==> src/rtl/st_frame_gen_pkg.sv <==
// Shared types and constants for the Avalon-ST frame generator.
package st_frame_gen_pkg;

    typedef enum logic [1:0] {
        MODE_CONST   = 2'd0,
        MODE_INC     = 2'd1,
        MODE_LFSR    = 2'd2,
        MODE_PKT_INC = 2'd3
    } mode_e;

    typedef enum logic [1:0] {
        ST_IDLE = 2'd0,
        ST_SEND = 2'd1,
        ST_GAP  = 2'd2
    } state_e;

    localparam logic [31:0] LFSR_TAPS = 32'h8020_0003;

    // Right-shifting Galois step: the bit shifted out selects the tap mask.
    function automatic logic [31:0] lfsr_step(input logic [31:0] s);
        return (s >> 1) ^ (s[0] ? LFSR_TAPS : 32'h0);
    endfunction

endpackage

==> src/rtl/st_lfsr.sv <==
// 32-bit Galois LFSR; the state is zero-extended or truncated to DATA_W on output.
module st_lfsr
    import st_frame_gen_pkg::*;
#(
    parameter int DATA_W = 32
) (
    input  logic              clk,
    input  logic              rst,
    input  logic              load,
    input  logic              advance,
    input  logic [DATA_W-1:0] seed,
    output logic [DATA_W-1:0] value
);

    logic [31:0] seed32;
    logic [31:0] lfsr_q;

    assign seed32 = 32'(seed);

    // An all-zero state would lock up, so a zero seed starts from 1.
    always_ff @(posedge clk) begin
        if (rst)
            lfsr_q <= 32'd1;
        else if (load)
            lfsr_q <= (seed32 == 32'd0) ? 32'd1 : seed32;
        else if (advance)
            lfsr_q <= lfsr_step(lfsr_q);
    end

    assign value = DATA_W'(lfsr_q);

endmodule

==> src/rtl/st_frame_gen.sv <==
// Avalon-ST packet source: configurable frames, data patterns, gaps and packet count.
//   state   | meaning
//   IDLE    | waiting for start; config shadows hold the last run
//   SEND    | presenting word k of packet pkt_cnt
//   GAP     | inter-packet idle cycles, src_valid low
module st_frame_gen
    import st_frame_gen_pkg::*;
#(
    parameter int DATA_W  = 32,
    parameter int EMPTY_W = 2,
    parameter int CNT_W   = 16
) (
    input  logic               clk,
    input  logic               rst,
    input  logic               start,
    input  logic               stop,
    input  logic [1:0]         cfg_mode,
    input  logic [DATA_W-1:0]  cfg_seed,
    input  logic [CNT_W-1:0]   cfg_words,
    input  logic [CNT_W-1:0]   cfg_gap,
    input  logic [CNT_W-1:0]   cfg_num_pkts,
    output logic [DATA_W-1:0]  src_data,
    output logic               src_valid,
    input  logic               src_ready,
    output logic               src_startofpacket,
    output logic               src_endofpacket,
    output logic [EMPTY_W-1:0] src_empty,
    output logic               busy,
    output logic               done,
    output logic [CNT_W-1:0]   pkt_cnt
);

    state_e              state, state_nxt;
    mode_e               mode_q;
    logic [DATA_W-1:0]   seed_q;
    logic [CNT_W-1:0]    words_m1, gap_q, num_q, k, gap_cnt;
    logic                stop_pend, done_q;
    logic [DATA_W-1:0]   lfsr_val;
    logic                launch, accept, last_word, stop_now, run_end;

    assign launch    = (state == ST_IDLE) && start;
    assign accept    = (state == ST_SEND) && src_ready;
    assign last_word = (k == words_m1);
    assign stop_now  = stop_pend || stop;
    assign run_end   = ((num_q != '0) && (pkt_cnt + CNT_W'(1) == num_q)) || stop_now;

    st_lfsr #(.DATA_W(DATA_W)) u_lfsr (
        .clk     (clk),
        .rst     (rst),
        .load    (launch),
        .advance (accept),
        .seed    (cfg_seed),
        .value   (lfsr_val)
    );

    always_ff @(posedge clk) begin
        if (rst)
            state <= ST_IDLE;
        else
            state <= state_nxt;
    end

    always_comb begin
        state_nxt = state;
        case (state)
            ST_IDLE: if (start) state_nxt = ST_SEND;
            ST_SEND: begin
                if (accept && last_word) begin
                    if (run_end)
                        state_nxt = ST_IDLE;
                    else if (gap_q != '0)
                        state_nxt = ST_GAP;
                end
            end
            ST_GAP: begin
                if (stop_now)
                    state_nxt = ST_IDLE;
                else if (gap_cnt == '0)
                    state_nxt = ST_SEND;
            end
            default: state_nxt = ST_IDLE;
        endcase
    end

    always_ff @(posedge clk) begin
        if (rst) begin
            mode_q    <= MODE_CONST;
            seed_q    <= '0;
            words_m1  <= '0;
            gap_q     <= '0;
            num_q     <= '0;
            k         <= '0;
            gap_cnt   <= '0;
            pkt_cnt   <= '0;
            stop_pend <= 1'b0;
            done_q    <= 1'b0;
        end else begin
            done_q <= (state != ST_IDLE) && (state_nxt == ST_IDLE);
            if (state == ST_IDLE || state_nxt == ST_IDLE)
                stop_pend <= 1'b0;
            else if (stop)
                stop_pend <= 1'b1;
            if (launch) begin
                mode_q   <= mode_e'(cfg_mode);
                seed_q   <= cfg_seed;
                words_m1 <= (cfg_words == '0) ? '0 : cfg_words - CNT_W'(1);
                gap_q    <= cfg_gap;
                num_q    <= cfg_num_pkts;
                k        <= '0;
                pkt_cnt  <= '0;
            end
            if (accept) begin
                if (last_word) begin
                    k       <= '0;
                    pkt_cnt <= pkt_cnt + CNT_W'(1);
                end else begin
                    k <= k + CNT_W'(1);
                end
            end
            // Down-counter reaches zero on the last idle cycle of the gap.
            if (state == ST_SEND && state_nxt == ST_GAP)
                gap_cnt <= gap_q - CNT_W'(1);
            else if (state == ST_GAP && gap_cnt != '0)
                gap_cnt <= gap_cnt - CNT_W'(1);
        end
    end

    always_comb begin
        src_valid         = 1'b0;
        src_startofpacket = 1'b0;
        src_endofpacket   = 1'b0;
        src_data          = '0;
        if (state == ST_SEND) begin
            src_valid         = 1'b1;
            src_startofpacket = (k == '0);
            src_endofpacket   = last_word;
            case (mode_q)
                MODE_CONST: src_data = seed_q;
                MODE_INC:   src_data = seed_q + DATA_W'(k);
                MODE_LFSR:  src_data = lfsr_val;
                default:    src_data = seed_q + DATA_W'(pkt_cnt);
            endcase
        end
    end

    assign busy      = (state != ST_IDLE) || done_q;
    assign done      = done_q;
    assign src_empty = '0;

endmodule

==> config.mk <==
export PLATFORM = sky130hd
export DESIGN_NAME = st_frame_gen
export DESIGN_NICKNAME = d
export VERILOG_FILES = /design/src/rtl/st_frame_gen_pkg.sv /design/src/rtl/st_lfsr.sv /design/src/rtl/st_frame_gen.sv
export SDC_FILE = /design/constraint.sdc
export NUM_CORES = 1
export LEC_CHECK = 0
export CORE_ASPECT_RATIO = 1.5
export CORE_MARGIN = 4
export CORE_UTILIZATION = 49
export DETAILED_ROUTE_END_ITERATION = 12
export GPL_TIMING_DRIVEN = 0
export PLACE_DENSITY_LB_ADDON = 0.08
export SLEW_MARGIN = 25
export SYNTH_ARGS = -nofsm -noshare
export SYNTH_HDL_FRONTEND = slang
export SYNTH_SLANG_ARGS = --single-unit
export TNS_END_PERCENT = 50
==> constraint.sdc <==
create_clock -name clk -period 6.1 [get_ports clk]
set_input_delay 0.61 -clock clk [delete_from_list [all_inputs] [get_ports clk]]
set_output_delay 0.61 -clock clk [all_outputs]
set_load 0.05 [all_outputs]
==> impl_metrics.py <==
metrics = {
    "status": {
        "status": "finished clean",
    },
    "yosys": {
        "synth_edf_count": 0,
        "syn-cell-area_mm2": 0.009821,
        "ys_warn_count": 0,
        "ys_seq_area_share_pct": 33.84,
        "synth.avg_cell_area_um2": 7.543,
        "synth_cells": 1302,
        "synthTopCellsByCount": "nand2_1, dfxtp_1, nor2_1",
        "synth_flop_cell": "dfxtp_1",
        "synthArstFlopShare_pct": 0,
        "yosys-top-cells-area": "dfxtp_1, nand2_1, a21oi_1, nor2_1, xor2_1",
        "yosys.cell_count.top_type": "nand2_1",
        "synth_top_area_cell": "dfxtp_1",
        "synth_top_area_share_pct": 33.84,
        "ys_ff_latch": 166,
        "synth_cell_types": 69,
    },
    "finish": {
        "final_util_pct": 61.47,
        "layout.nets": 1567,
        "area_growth_pct": 23.34,
        "drive_gt1_share_pct": 5.914,
        "design_area_mm2": 0.01211,
        "antennaDiodeCount": 0,
        "n_fill_cell": 1883,
    },
    "drt": {
        "vias": 10280,
        "ant_nets": 0,
        "drtPass1Iterations": 5,
        "dr.first_iter.drc_count": 823,
        "drc_errors": 0,
        "routed_via_density": 5.940,
        "wl_per_cell_um": 18.79,
        "routed_wl_mm": 32.52,
    },
    "sta": {
        "hold_viol": 0,
        "post-route-min-period_ns": 5.784,
        "fin_skew_ns": 0.01040,
        "slew_viol_final": 0,
        "worst_pin_slew_ns": 0.8624,
        "slew_headroom_pct": 42.51,
        "min_period_over_period_pct": 94.83,
        "rsz0062_at_grt": "no",
        "setup_viol": 0,
        "clock.fmax_mhz": 172.9,
        "hold_ws_ns": 0.4733,
        "setup-tns-final_ns": 0,
    },
    "die": {
        "rows": 63,
        "die_y_um": 181.4,
        "start_util_pct": 49.83,
        "core_area_mm2": 0.01971,
        "die_x_um": 123.6,
        "ios": 142,
        "dieArea_mm2": 0.02242,
    },
    "worst_setup_path": {
        "cp.buffers_inverters": 3,
        "timing.reg2reg.setup_slack_ns": 1.51,
        "cpPeakStageDelay_ns": 0.57,
        "crit_required_ns": 5.49,
        "crit_path_start_kind": "flip-flop",
        "timing.rr.start": "pkt_cnt[0]",
        "path_max_fanout": 10,
        "worst_ep_arrival_time_ns": 5.17,
        "reg2reg_depth": 16,
        "path_class": "reg -> out",
        "crit_start": "mode_q[1]",
        "critical-path-top-delay-family": "compound AO/OA/AOI/OAI gates",
        "endpoint_kind": "output port",
        "critical-path-slowest-cell": "dlygate4sd2_1",
        "path_depth": 14,
        "path_cells": "nand2b_2 > clkbuf_2 > mux2_2 > ha_1 > nand2_1 > o21ai_0 > a21oi_1 > o211ai_1 > a41o_1 > and2_1 > clkbuf_1 > a31oi_1 > nor3_1 > dlygate4sd2_1",
    },
    "power": {
        "p_leak_nw": 4.619,
        "ir_drop_mv": 0.1936,
        "power_density_mw_per_mm2": 229.9,
        "power_mw": 2.785,
    },
    "clock_network": {
        "clkLatencyLatePin_ns": 0.44,
        "clk_path_buf_depth": 2,
        "h-tree-depth": 4,
        "cts_sinks": 166,
        "cts_setup_buffers": 0,
        "root_buffer": "clkbuf_16",
        "cts_tree": "built",
        "cts_buffers": 17,
        "cts.clk_slew.worst_paths_ns": 0.07,
    },
    "place": {
        "gp_congestion": 0.9185,
        "portBuffers": 138,
        "place_hpwl_mm": 24.61,
        "place_area_mm2": 0.01153,
    },
    "global_route": {
        "grt_pass1_wl_mm": 50.51,
        "grt_usage_pct": 28.32,
        "grt_max_degree": 17,
        "grt_antenna_before_repair": 0,
        "overflow": 0,
        "grt_pass1_vias": 9906,
    },
    "min_path": {
        "hp-start": "seed_q[24]",
        "whs_path_depth": 2,
        "hp-class": "reg -> reg",
    },
    "flow_run": {
        "drv_cap": 0,
    },
}
==> cells in the final DEF, fill, tap and decap left out, drive strengths merged, types with 5 or more instances in the layout <==
master / instances
clkbuf: 92
and3: 19
xnor2: 40
nand4: 11
or4: 10
nor3b: 12
dlygate4sd2: 6
a211oi: 40
clkdlybuf4s15: 6
buf: 18
dfxtp: 166
nor2: 139
mux2: 16
o21ai: 48
nand2b: 9
nor2b: 12
and4: 6
nor3: 26
xor2: 50
nand2: 237
and2: 5
or3: 17
a311oi: 41
nor4: 32
a31oi: 5
o211ai: 7
a22oi: 15
clkdlybuf4s50: 124
inv: 21
nand3: 23
clkinvlp: 5
a21o: 5
mux2i: 12
a21oi: 124
ha: 21
==> tightest hold or removal path, delay by kind of cell, from the launching register on <==
kind	cells	cell delay, ns
flip-flops	1	0.32
AO/OA/AOI/OAI	1	0.05
AND/OR/NAND/NOR	1	0.05
==> sequential cells by signal (all words and copies together) (netlist names) <==
register / count
seed_q: 32
num_q: 16
u_lfsr.value: 32
stop_pend: 1
k: 16
gap_q: 16
gap_cnt: 16
words_m1: 16
done: 1
mode_q: 2
pkt_cnt: 16
state: 2
==> final cells by class <==
class | count | area, µm² | share of cell area [%]
sequential | 166 | 3323 | 27.44
timing repair buffer | 138 | 1386 | 11.45
multi-input combinational | 1028 | 6075 | 50.15
clock inverter | 12 | 116.4 | 0.9606
inverter | 17 | 63.81 | 0.5268
buffer | 90 | 366.6 | 3.027
clock buffer | 20 | 456.7 | 3.770
tap | 260 | 325.3 | 2.686
==> final timing paths <==
| check | to |
|---|---|
| max reg2reg | gap_cnt[8] |
| min reg2reg | seed_q[24] |
| min | seed_q[24] |
| max | src_data[31] |
==> routing by layer <==
metal / routed length, µm / track usage, %
met1: 12500 / 32.42
met2: 16760 / 50.42
met4: 1422 / 13.97
met3: 1838 / 3.864
met5: 0 / 0
==> power breakdown <==
| part | internal, mW | switching [mW] |
|---|---|---|
| Sequential | 1.14 | 0.0606 |
| Combinational | 0.199 | 0.313 |
| Clock | 0.589 | 0.482 |
| Total | 1.93 | 0.855 |
==> through the flow <==
step / std cells / setup WS, ns
CTS: 1733 / 0.03694
floorplan: 1303 / 0.2839
finish: 1731 / 0.3156
global placement: 1701 / -0.1748
detailed placement: 1701 / -0.1750
global route: 1731 / 0.04200
==> cells by family after synthesis <==
kind of cell	share of synthesized area, %
XOR/XNOR	8.027
AND/OR/NAND/NOR	27.23
flip-flops	33.84
adder cells (fa/ha/maj)	2.879
AO/OA/AOI/OAI	20.50
buffers and inverters	4.434
multiplexers	3.058
other	0.03818
==> what timing repair did <==
action / in CTS / in global routing
hold endpoints to repair: 0 / 0
hold buffers: 0 / 0
endpoints found under the setup margin: 12 / 18
gates resized for setup: 31 / 4
No activity file was read; power rests on OpenSTA's default activity.
